<file path="src/rtl/div_unit_pkg.sv">
// Shared types and constants for the RV64M divide unit.
// Holds the operation encoding, the control FSM states and the iteration count.
// Imported by the handshake interface, the iteration core and the top level.
package div_unit_pkg;

    localparam int DIV_XLEN  = 64;
    localparam int DIV_ITERS = DIV_XLEN;

    // Bit 1 selects remainder, bit 0 selects unsigned.
    typedef enum logic [1:0] {
        DIV  = 2'b00,
        DIVU = 2'b01,
        REM  = 2'b10,
        REMU = 2'b11
    } div_op_t;

    typedef enum logic [1:0] {
        IDLE = 2'b00,
        BUSY = 2'b01,
        FIX  = 2'b10,
        DONE = 2'b11
    } div_state_t;

endpackage

</file>
<file path="src/rtl/div_unit_if.sv">
// Issue-side request and writeback-side result channels of the divide unit.
// Ports: in_valid/in_ready/op/is_word/src1/src2/flush in, out_valid/out_ready/result out.
// master = issue/writeback side, slave = div_unit.
interface div_unit_if
    import div_unit_pkg::*;
#(
    parameter int XLEN = DIV_XLEN
) ();

    logic            in_valid;
    logic            in_ready;
    div_op_t         op;
    logic            is_word;
    logic [XLEN-1:0] src1;
    logic [XLEN-1:0] src2;
    logic            flush;
    logic            out_valid;
    logic            out_ready;
    logic [XLEN-1:0] result;

    modport master (
        output in_valid, op, is_word, src1, src2, flush, out_ready,
        input  in_ready, out_valid, result
    );

    modport slave (
        input  in_valid, op, is_word, src1, src2, flush, out_ready,
        output in_ready, out_valid, result
    );

endinterface

</file>
<file path="src/rtl/div_unit_udiv_iter.sv">
// Unsigned radix-2 restoring divider: one quotient bit per cycle over ITERS cycles.
// Ports: start loads a/b; busy while iterating; done pulses on the last iteration;
// quot/rem valid from the cycle after done until the next start; clear aborts.
module udiv_iter #(
    parameter int XLEN  = 64,
    parameter int ITERS = XLEN
) (
    input  logic            clk,
    input  logic            reset,
    input  logic            clear,
    input  logic            start,
    input  logic [XLEN-1:0] a,
    input  logic [XLEN-1:0] b,
    output logic            busy,
    output logic            done,
    output logic [XLEN-1:0] quot,
    output logic [XLEN-1:0] rem
);

    localparam int CW = $clog2(ITERS + 1);

    // Upper half: running remainder. Lower half: dividend bits shifting out,
    // quotient bits shifting in.
    logic [2*XLEN-1:0] part;
    logic [XLEN-1:0]   dvsr;
    logic [CW-1:0]     cnt;

    // Remainder shifted left with the next dividend bit; one extra bit because
    // rem < b means 2*rem+1 can exceed XLEN bits.
    logic [XLEN:0] trial;
    logic [XLEN:0] diff;

    assign trial = part[2*XLEN-1:XLEN-1];
    assign diff  = trial - {1'b0, dvsr};

    assign busy = (cnt != '0);
    assign done = busy && (cnt == CW'(1));
    assign quot = part[XLEN-1:0];
    assign rem  = part[2*XLEN-1:XLEN];

    always_ff @(posedge clk) begin
        if (reset || clear) begin
            part <= '0;
            dvsr <= '0;
            cnt  <= '0;
        end else if (start) begin
            part <= {{XLEN{1'b0}}, a};
            dvsr <= b;
            cnt  <= CW'(ITERS);
        end else if (busy) begin
            cnt <= cnt - CW'(1);
            if (!diff[XLEN]) begin
                part <= {diff[XLEN-1:0], part[XLEN-2:0], 1'b1};
            end else begin
                part <= {trial[XLEN-1:0], part[XLEN-2:0], 1'b0};
            end
        end
    end

endmodule

</file>
<file path="src/rtl/div_unit.sv">
// RV64M DIV/DIVU/REM/REMU (+W) unit: operand prep, special cases, sign fix-up, W extension.
// Ports: clk, reset, io (slave): latency ITERS+2 cycles normal, 1 cycle for /0 and overflow.
// in_ready only in IDLE; result held in DONE until out_ready; flush aborts from any state.
module div_unit
    import div_unit_pkg::*;
#(
    parameter int XLEN  = DIV_XLEN,
    parameter int ITERS = DIV_ITERS
) (
    input  logic       clk,
    input  logic       reset,
    div_unit_if.slave  io
);

    localparam int HALF = XLEN / 2;

    function automatic logic [XLEN-1:0] wext(input logic [XLEN-1:0] v);
        return {{HALF{v[HALF-1]}}, v[HALF-1:0]};
    endfunction

    div_state_t state, state_nxt;

    logic            neg_q, neg_r, is_rem_q, is_word_q;
    logic [XLEN-1:0] result_q;

    logic            accept, is_signed, op_rem;
    logic [XLEN-1:0] a_op, b_op, ua, ub, most_neg;
    logic            sa, sb, div_zero, ovf, special;
    logic [XLEN-1:0] spec_sel, spec_res;
    logic            core_start, core_busy, core_done;
    logic [XLEN-1:0] uq, ur, q_fix, r_fix, fix_sel, fix_res;

    assign accept    = io.in_valid && io.in_ready && !io.flush;
    assign is_signed = !io.op[0];
    assign op_rem    = io.op[1];

    // W forms operate on the low half, extended according to signedness.
    assign a_op = !io.is_word ? io.src1 :
                  is_signed   ? wext(io.src1) : {{HALF{1'b0}}, io.src1[HALF-1:0]};
    assign b_op = !io.is_word ? io.src2 :
                  is_signed   ? wext(io.src2) : {{HALF{1'b0}}, io.src2[HALF-1:0]};

    assign sa = is_signed && a_op[XLEN-1];
    assign sb = is_signed && b_op[XLEN-1];
    assign ua = sa ? -a_op : a_op;
    assign ub = sb ? -b_op : b_op;

    // Most-negative value after W sign extension is 0xFFFF_FFFF_8000_0000.
    assign most_neg = io.is_word ? {{(HALF+1){1'b1}}, {(HALF-1){1'b0}}}
                                 : {1'b1, {(XLEN-1){1'b0}}};
    assign div_zero = (b_op == '0);
    assign ovf      = is_signed && (a_op == most_neg) && (b_op == '1);
    assign special  = div_zero || ovf;

    assign spec_sel = op_rem ? (div_zero ? a_op : '0)
                             : (div_zero ? '1   : a_op);
    assign spec_res = io.is_word ? wext(spec_sel) : spec_sel;

    assign core_start = accept && !special;

    udiv_iter #(.XLEN(XLEN), .ITERS(ITERS)) u_core (
        .clk   (clk),
        .reset (reset),
        .clear (io.flush),
        .start (core_start),
        .a     (ua),
        .b     (ub),
        .busy  (core_busy),
        .done  (core_done),
        .quot  (uq),
        .rem   (ur)
    );

    assign q_fix   = neg_q ? -uq : uq;
    assign r_fix   = neg_r ? -ur : ur;
    assign fix_sel = is_rem_q ? r_fix : q_fix;
    assign fix_res = is_word_q ? wext(fix_sel) : fix_sel;

    always_comb begin
        state_nxt = state;
        case (state)
            IDLE: if (accept) state_nxt = special ? DONE : BUSY;
            // !core_busy only guards against a core that never started.
            BUSY: if (core_done || !core_busy) state_nxt = FIX;
            FIX:  state_nxt = DONE;
            DONE: if (io.out_ready) state_nxt = IDLE;
            default: state_nxt = IDLE;
        endcase
        if (io.flush) state_nxt = IDLE;
    end

    always_ff @(posedge clk) begin
        if (reset) begin
            state     <= IDLE;
            neg_q     <= 1'b0;
            neg_r     <= 1'b0;
            is_rem_q  <= 1'b0;
            is_word_q <= 1'b0;
            result_q  <= '0;
        end else begin
            state <= state_nxt;
            if (accept) begin
                neg_q     <= sa ^ sb;
                neg_r     <= sa;
                is_rem_q  <= op_rem;
                is_word_q <= io.is_word;
                if (special) result_q <= spec_res;
            end
            if (state == FIX && !io.flush) result_q <= fix_res;
        end
    end

    assign io.in_ready  = (state == IDLE);
    assign io.out_valid = (state == DONE);
    assign io.result    = result_q;

endmodule

</file>
<file path="src/flat_wrapper.sv">
// flat-port wrapper written by rule: the top's interface ports become plain ports
module div_unit_flat import div_unit_pkg::*;
#(
    parameter int XLEN  = DIV_XLEN,
    parameter int ITERS = DIV_ITERS
)
  (clk, reset, io_in_valid, io_op, io_is_word, io_src1, io_src2, io_flush, io_out_ready, io_in_ready, io_out_valid, io_result);
  div_unit_if #(.XLEN(XLEN)) io_i ();
  input  logic clk;
  input  logic reset;
  input wire logic [$bits(io_i.in_valid)-1:0] io_in_valid;
  input wire logic [$bits(io_i.op)-1:0] io_op;
  input wire logic [$bits(io_i.is_word)-1:0] io_is_word;
  input wire logic [$bits(io_i.src1)-1:0] io_src1;
  input wire logic [$bits(io_i.src2)-1:0] io_src2;
  input wire logic [$bits(io_i.flush)-1:0] io_flush;
  input wire logic [$bits(io_i.out_ready)-1:0] io_out_ready;
  output wire logic [$bits(io_i.in_ready)-1:0] io_in_ready;
  output wire logic [$bits(io_i.out_valid)-1:0] io_out_valid;
  output wire logic [$bits(io_i.result)-1:0] io_result;
  assign io_i.in_valid = io_in_valid;
  assign io_i.op = io_op;
  assign io_i.is_word = io_is_word;
  assign io_i.src1 = io_src1;
  assign io_i.src2 = io_src2;
  assign io_i.flush = io_flush;
  assign io_i.out_ready = io_out_ready;
  assign io_in_ready = io_i.in_ready;
  assign io_out_valid = io_i.out_valid;
  assign io_result = io_i.result;
  div_unit #(.XLEN(XLEN), .ITERS(ITERS)) u_core (.clk(clk), .reset(reset), .io(io_i));
endmodule
</file>
<file path="config.mk">
export PLATFORM = sky130hd
export DESIGN_NAME = div_unit_flat
export DESIGN_NICKNAME = d
export VERILOG_FILES = /design/src/rtl/div_unit_pkg.sv /design/src/rtl/div_unit_if.sv /design/src/rtl/div_unit_udiv_iter.sv /design/src/rtl/div_unit.sv /design/src/flat_wrapper.sv
export SDC_FILE = /design/constraint.sdc
export NUM_CORES = 1
export LEC_CHECK = 0
export BUFFER_PORTS_ARGS = -buffer_cell sky130_fd_sc_hd__buf_2
export CAP_MARGIN = 30
export CORE_ASPECT_RATIO = 0.6
export CORE_UTILIZATION = 34
export CTS_CLUSTER_SIZE = 24
export DETAILED_ROUTE_END_ITERATION = 10
export PLACE_DENSITY_LB_ADDON = 0.15
export SYNTH_ARGS = -nofsm -noshare
export SYNTH_HDL_FRONTEND = slang
export SYNTH_SLANG_ARGS = --single-unit
</file>
<file path="constraint.sdc">
create_clock -name clk -period 3.88 [get_ports clk]
set_clock_uncertainty 0.15 [all_clocks]
set_input_delay 0.582 -clock clk [delete_from_list [all_inputs] [get_ports clk]]
set_output_delay 0.582 -clock clk [all_outputs]
set_load 0.05 [all_outputs]
</file>
Word level (Yosys, flattened, before mapping):

Index checks and enable logic that the tools add are counted.

* register bits after elaboration: 269
* input port bits: 136
* word-level logic and storage cells: 81

* add/sub/neg operators: 6
* eq/ne operators: 9
* mux-type cells: 28
* bitwise gates (word level): 1
* reduce and logical (&&, ||, !) cells: 26

Operators with widths (count)
* $mux W64: 19
* $neg A64 Y64: 4
* $mux W128: 1
* $sub A65 B64 Y65: 1
* $eq A64 B64 Y1: 1
* $eq A64 B64 Y1 const B: 1
* $logic_not A64 Y1: 1
* $mux W63: 1
* $mux W7: 2
* $logic_and A1 B1 Y1: 9
* $mux W2: 4
* $pmux W2 S4: 1
* $eq A7 B1 Y1 const B: 1
* $reduce_bool A7 Y1: 1
* $sub A7 B1 Y7 const B: 1
* $reduce_bool A2 Y1: 3
* $eq A2 B2 Y1 const B: 2
* $logic_not A1 Y1: 4
* $ne A2 B2 Y1 const B: 2
* $reduce_or A2 Y1: 2
* $logic_or A1 B1 Y1: 3
* $reduce_and A3 Y1: 1
* $eq A2 B1 Y1 const B: 1
* $logic_not A2 Y1: 1
* 3 further kinds: 3

Logic depth before layout (Yosys ltp):

* depth in word-level cells: 9
* mapped depth: 14
* mapped depth without buffers: 13

Modules after synthesis:

A second synthesis with hierarchy kept.

* cells, all modules: 3240
* area total of the unflattened synthesis: 23206.0 µm²

Modules (own cells, without submodules)
* udiv_iter: times used 1, cells each 1601, area each 12239.2 µm², sequential area each 3983.8 µm²
* div_unit: times used 1, cells each 1639, area each 10966.8 µm², sequential area each 1401.3 µm²

Least setup slack after synthesis:

Ideal clock, no wire load.

* path kind: input-to-reg
* from: in io_src1[1]
* to: reg u_core.u_core.part[86]
* library setup time: 0.078 ns
* arrival time: 3.412 ns
* data required time: 3.652 ns
* path slack: 0.240 ns
* stages: 13
* cells stage by stage: inv_1 -> ha_1 -> or4b_2 -> or4_1 -> nor4_2 -> a31oi_1 -> nor2b_1 -> clkbuf_1 -> nor2_1 -> buf_2 -> buf_2 -> o21ai_0 -> nor3_1

* cells in the longest elaborated chain, start to end: 9

Ends and longest elaborated chain
* start, declared: RTL line flat_wrapper.sv:14 `input wire logic [$bits(io_i.src1)-1:0] io_src1;`
* $mux W64: RTL line div_unit.sv:39 `is_signed ? wext(io.src1) : {{HALF{1'b0}}, io.src1[HALF-1:0]};`
* $mux W64 *: RTL line div_unit.sv:38 `assign a_op = !io.is_word ? io.src1 :`
* $eq A64 B64 Y1 *: RTL line div_unit.sv:52 `assign ovf = is_signed && (a_op == most_neg) && (b_op == '1);`
* $logic_and A1 B1 Y1 * (2 in series): RTL line div_unit.sv:52
* $logic_or A1 B1 Y1 *: RTL line div_unit.sv:53 `assign special = div_zero || ovf;`
* $logic_not A1 Y1 *: RTL line div_unit.sv:59 `assign core_start = accept && !special;`
* $logic_and A1 B1 Y1 *: RTL line div_unit.sv:59
* $reduce_or A2 Y1 (no line) *
* end signal, assigned: RTL line div_unit_udiv_iter.sv:47 `part <= {{XLEN{1'b0}}, a};`
* end signal, assigned: RTL line div_unit_udiv_iter.sv:53 `part <= {diff[XLEN-1:0], part[XLEN-2:0], 1'b1};`
* end signal, assigned: RTL line div_unit_udiv_iter.sv:55 `part <= {trial[XLEN-1:0], part[XLEN-2:0], 1'b0};`
* end, declared: RTL line div_unit_udiv_iter.sv:24 `logic [2*XLEN-1:0] part;`

Mark *: on every way between the ends. The rest lies on a longest branch, timed or not.
A chain may end at the register's enable or synchronous reset.

Worst setup path after layout:

* from: reg u_core.u_core.part[16]
* to: reg u_core.result_q[59], in the netlist u_core.io.result[59]

* cells in the longest elaborated chain, start to end: 5

Ends and longest elaborated chain
* $neg A64 Y64: RTL line div_unit.sv:74 `assign q_fix = neg_q ? -uq : uq;`
* $mux W64: RTL line div_unit.sv:74
* $mux W64: RTL line div_unit.sv:76 `assign fix_sel = is_rem_q ? r_fix : q_fix;`
* $mux W64: RTL line div_unit.sv:77 `assign fix_res = is_word_q ? wext(fix_sel) : fix_sel;`
* $mux W64: RTL line div_unit.sv:109 `if (state == FIX && !io.flush) result_q <= fix_res;`
* end signal, assigned: RTL line div_unit.sv:107 `if (special) result_q <= spec_res;`
* end signal, assigned: RTL line div_unit.sv:109
* end, declared: RTL line div_unit.sv:24 `logic [XLEN-1:0] result_q;`

No other way between the ends.

==> flow_results.xml <==
<?xml version="1.0" encoding="UTF-8"?>
<metrics>
  <group name="routing">
    <metric name="route.detailed.drc" unit="">0</metric>
    <metric name="drt_first_iter_violations" unit="">2708</metric>
    <metric name="vias_per_cell" unit="">5.70</metric>
    <metric name="detail-route-antenna-nets" unit="">0</metric>
    <metric name="detail_route.wirelength" unit="um">98400</metric>
    <metric name="route.vias.total" unit="">25900</metric>
    <metric name="avgRoutedWirePerCell" unit="um">21.7</metric>
    <metric name="first_pass_iters" unit="">5</metric>
  </group>
  <group name="synthesis">
    <metric name="netlist_area" unit="sq um">23100</metric>
    <metric name="post_synth_inst_count" unit="">3265</metric>
    <metric name="mappedNetlistNets" unit="">3477</metric>
    <metric name="asyncSetResetFlopFracSynth" unit="%">0</metric>
    <metric name="post_synth_num_cell_types" unit="">78</metric>
    <metric name="ys_seq_elements" unit="">269</metric>
    <metric name="ys_dominant_reg_cell" unit="">sky130_fd_sc_hd__dfxtp_1</metric>
    <metric name="count_of_flip_flops_with_a_built_in_enable_after_synthesis" unit="">0</metric>
    <metric name="synth_warnings" unit="">0</metric>
    <metric name="synth-seq-area-share" unit="%">23.3</metric>
    <metric name="synth_largest_type_area_fraction" unit="%">23.3</metric>
    <metric name="synth_top_area_cell" unit="">sky130_fd_sc_hd__dfxtp_1</metric>
    <metric name="synthTopCellsByCount" unit="">385 x sky130_fd_sc_hd__nor2_1, 366 x sky130_fd_sc_hd__nand2_1, 341 x sky130_fd_sc_hd__a21oi_1, 269 x sky130_fd_sc_hd__dfxtp_1, 222 x sky130_fd_sc_hd__o21ai_0</metric>
    <metric name="synthMostInstantiatedCell" unit="">sky130_fd_sc_hd__nor2_1</metric>
    <metric name="synth_area_per_cell" unit="sq um">7.09</metric>
    <metric name="synth_top_cells_by_area" unit="">sky130_fd_sc_hd__dfxtp_1 23%, sky130_fd_sc_hd__a21oi_1 7.4%, sky130_fd_sc_hd__nor2_1 6.2%</metric>
  </group>
  <group name="clock_tree">
    <metric name="ctsHoldBuffers" unit="">0</metric>
    <metric name="cts.reportedPaths.clkPinSlew" unit="ns">0.06</metric>
    <metric name="ctsHtreeMaxLevel" unit="">1</metric>
    <metric name="clkSinkCount" unit="">269</metric>
    <metric name="tritoncts" unit="">built</metric>
    <metric name="insertion_delay" unit="ns">0.62</metric>
    <metric name="tritoncts.num_buffers" unit="">30</metric>
    <metric name="ctsRootBufferMaster" unit="">sky130_fd_sc_hd__clkbuf_16</metric>
    <metric name="clk_path_buf_depth" unit="">3</metric>
  </group>
  <group name="timing">
    <metric name="slew_viol_final" unit="">0</metric>
    <metric name="max_freq" unit="MHz">266</metric>
    <metric name="post-route-min-period" unit="ns">3.76</metric>
    <metric name="worst_margin_pin_slew" unit="ns">0.951</metric>
    <metric name="max-slew-margin-rel" unit="%">36.5</metric>
    <metric name="final.hold.worst_slack" unit="ns">0.141</metric>
    <metric name="timing_hold_violations_final" unit="">0</metric>
    <metric name="setup_violations" unit="">0</metric>
    <metric name="fin_tns_setup" unit="ns">0</metric>
    <metric name="period_share" unit="%">96.8</metric>
  </group>
  <group name="power_and_ir_drop">
    <metric name="power_leakage" unit="uW">0.0114</metric>
    <metric name="p_total" unit="uW">28400</metric>
    <metric name="power.density_cell_area" unit="nW/um^2">989</metric>
    <metric name="vdd_drop_max" unit="uV">965</metric>
  </group>
  <group name="floorplan">
    <metric name="effective_utilization_at_floorplan" unit="%">34.7</metric>
    <metric name="die_width" unit="um">339</metric>
    <metric name="die_height" unit="um">204</metric>
    <metric name="core" unit="sq um">66800</metric>
    <metric name="placementRows" unit="">73</metric>
    <metric name="die_area" unit="sq um">69200</metric>
    <metric name="ios" unit="">202</metric>
  </group>
  <group name="final_layout">
    <metric name="stdcell_count" unit="">4541</metric>
    <metric name="finalNetCount" unit="">3826</metric>
    <metric name="final_util" unit="%">43.0</metric>
    <metric name="drive_above_1_share" unit="%">18.9</metric>
    <metric name="area.growth.synth_to_final" unit="%">24.0</metric>
  </group>
  <group name="setup_path">
    <metric name="r2r_start" unit="">u_core.u_core.part[16]</metric>
    <metric name="crit_chain" unit="">or4_4 -&gt; or4_4 -&gt; or3_4 -&gt; or4_4 -&gt; o21ai_0 -&gt; xnor2_1 -&gt; nand2_1 -&gt; o211ai_1 -&gt; nand3_1 -&gt; a21oi_1</metric>
    <metric name="worst_ep_arrival_time" unit="ns">4.13</metric>
    <metric name="timing.reg2reg.worst_path_depth" unit="">10</metric>
    <metric name="most_prevalent_standard_cell_on_the_critical_path" unit="">sky130_fd_sc_hd__or4_4</metric>
    <metric name="data_required_time_at_the_worst_endpoint" unit="ns">4.26</metric>
    <metric name="worstPathMaxFanout" unit="">5</metric>
    <metric name="worst_path_max_delay_cell" unit="">sky130_fd_sc_hd__or4_4</metric>
    <metric name="endpoint_kind" unit="">register</metric>
    <metric name="criticalPathCategory" unit="">register to register</metric>
    <metric name="timing.rr.end" unit="">u_core.io.result[59]</metric>
    <metric name="cp_num_buf_inv" unit="">0</metric>
    <metric name="worst_setup_path_start_kind" unit="">register</metric>
    <metric name="reg2reg_slack" unit="ns">0.12</metric>
    <metric name="kind_of_cell_with_the_highest_combined_delay_on_the_critical_path" unit="">simple AND/OR/NAND/NOR gates</metric>
    <metric name="max_stage_delay_on_crit_path" unit="ns">0.61</metric>
  </group>
  <group name="grt">
    <metric name="grt_antenna_before_repair" unit="">4</metric>
    <metric name="grt_usage" unit="%">27.4</metric>
    <metric name="via_count_of_the_first_global_routing_pass" unit="">23100</metric>
    <metric name="grt_remaining_overflow" unit="">0</metric>
    <metric name="grt_first_pass_wirelength" unit="um">147000</metric>
    <metric name="grt_start_max_net_pins" unit="">125</metric>
  </group>
  <group name="placed_design">
    <metric name="placed_cells" unit="">4479</metric>
    <metric name="hpwlAfterDp" unit="um">76700</metric>
    <metric name="port_buffers" unit="">201</metric>
    <metric name="finalWeightedCongestion" unit="">0.955</metric>
  </group>
  <group name="worst_hold_path">
    <metric name="worstHoldPathType" unit="">input pin to register</metric>
    <metric name="beginning_of_the_worst_hold_path" unit="">io_src2[0]</metric>
    <metric name="min_path_cells" unit="">3</metric>
    <metric name="holdPathEnd" unit="">u_core.u_core.dvsr[0]</metric>
  </group>
  <group name="run">
    <metric name="cap_viol_max_count" unit="">0</metric>
  </group>
  <group name="outcome">
    <metric name="run_status" unit="">finished clean</metric>
  </group>
</metrics>
## where the power goes
part,leakage (uW),internal [uW],total [uW],switching [uW]
Sequential,0.00218,3090,3510,418
Combinational,0.00871,9580,21700,12200
Clock,0.000491,1770,3140,1370
## cells by family after synthesis
logic type / Yosys count / share of synthesized area (%)
AOI/OAI and AO/OA: 1012 / 27.5
xor gates and xnor gates: 290 / 11.0
adders and majority gates: 110 / 5.61
buffers and inverters: 336 / 5.58
DFF: 269 / 23.3
muxes: 87 / 3.76
and+or+nand+nor: 1161 / 23.3
## cell usage in the layout, fill, tap and decap left out, types with 9 or more instances in the layout
master,instances
sky130_fd_sc_hd__nor4_1,30
sky130_fd_sc_hd__buf_12,30
sky130_fd_sc_hd__o41ai_1,26
sky130_fd_sc_hd__or2_2,22
sky130_fd_sc_hd__xor2_1,137
sky130_fd_sc_hd__inv_1,103
sky130_fd_sc_hd__nor2b_1,12
sky130_fd_sc_hd__a21oi_1,336
sky130_fd_sc_hd__a311oi_1,59
sky130_fd_sc_hd__o221ai_1,15
sky130_fd_sc_hd__dfxtp_1,265
sky130_fd_sc_hd__nor2_1,383
sky130_fd_sc_hd__a31oi_1,24
sky130_fd_sc_hd__o21ai_1,12
sky130_fd_sc_hd__nor3_1,67
sky130_fd_sc_hd__nand3b_1,10
sky130_fd_sc_hd__a211oi_1,103
sky130_fd_sc_hd__o31ai_1,57
sky130_fd_sc_hd__and2_1,9
sky130_fd_sc_hd__or3_1,42
sky130_fd_sc_hd__buf_4,315
sky130_fd_sc_hd__or4_1,34
sky130_fd_sc_hd__o21bai_1,11
sky130_fd_sc_hd__clkbuf_16,31
sky130_fd_sc_hd__o21ai_0,214
sky130_fd_sc_hd__mux2i_1,86
sky130_fd_sc_hd__o21a_1,13
sky130_fd_sc_hd__nand2b_1,22
sky130_fd_sc_hd__nand2_1,365
sky130_fd_sc_hd__and3_1,16
sky130_fd_sc_hd__nand3_1,55
sky130_fd_sc_hd__ha_1,75
sky130_fd_sc_hd__buf_2,201
sky130_fd_sc_hd__maj3_1,34
sky130_fd_sc_hd__o211ai_1,18
sky130_fd_sc_hd__xnor2_1,151
sky130_fd_sc_hd__a21o_1,30
sky130_fd_sc_hd__o22ai_1,13
sky130_fd_sc_hd__nand4_1,47
## cell type report
class | instances | area, sq um
clock buffer | 42 | 836
fill | 6925 | 38100
timing repair buffer | 548 | 4010
inverter | 105 | 394
antenna | 3 | 7.51
tap | 900 | 1130
clock inverter | 14 | 191
sequential | 269 | 5390
multi-input combinational | 2660 | 16700
## worst reg2reg max path, cell delays in order, from the launching register on
cell and delay (ns):
sky130_fd_sc_hd__dfxtp_1 0.32, sky130_fd_sc_hd__or4_4 0.57, sky130_fd_sc_hd__or4_4 0.60, sky130_fd_sc_hd__or3_4 0.47, sky130_fd_sc_hd__or4_4 0.62, sky130_fd_sc_hd__o21ai_0 0.27
sky130_fd_sc_hd__xnor2_1 0.15, sky130_fd_sc_hd__nand2_1 0.07, sky130_fd_sc_hd__o211ai_1 0.17, sky130_fd_sc_hd__nand3_1 0.14, sky130_fd_sc_hd__a21oi_1 0.15
## how the worst max path moves through the flow
| stage | startpoint | to | slack [ns] | cells past startpoint |
|---|---|---|---|---|
| 6_report | u_core.u_core.part[16] | u_core.io.result[59] | 0.12 | 10 |
| 5_1_grt | u_core.u_core.dvsr[10] | u_core.u_core.part[109] | -0.009 | 15 |
| 4_1_cts | u_core.u_core.part[63] | u_core.u_core.part[122] | 0.02 | 14 |
| 3_5_place_dp | io_is_word | u_core.io.result[58] | -0.34 | 14 |
| 3_3_place_gp | io_src1[9] | u_core.u_core.part[63] | -0.31 | 14 |
| 2_1_floorplan | io_src1[1] | u_core.u_core.part[86] | 0.24 | 13 |
## metrics by stage
step	setup slack [ns]	cell area, sq um
floorplan	0.240	23100
global route	-0.00929	28700
detailed placement	-0.344	27400
CTS	0.0242	28400
finish	0.124	28700
global placement	-0.310	27400
## state kept, by name (all words and copies together), names as in the netlist, 2 cells and up
register            flops
u_core.u_core.part    128
u_core.io.result       64
u_core.u_core.dvsr     64
u_core.u_core.cnt       7
u_core.state            2
## what timing repair did
item                                    CTS  global route
gates cloned                              0             1
setup buffers                             0             2
endpoints found under the setup margin    1            87
gates resized for setup                   2            45
pin swaps                                 0             7
## metal layers
metal / up-vias / global-route usage (%) / wire, um
li1: 12500 / - / -
met1: 12300 / 44.0 / 50900
met2: 1007 / 36.7 / 37200
met3: 92 / 5.73 / 8970
met4: 4 / 3.62 / 1320
met5: - / 0 / 16
Note: power is estimated with default switching activity, not from simulation.
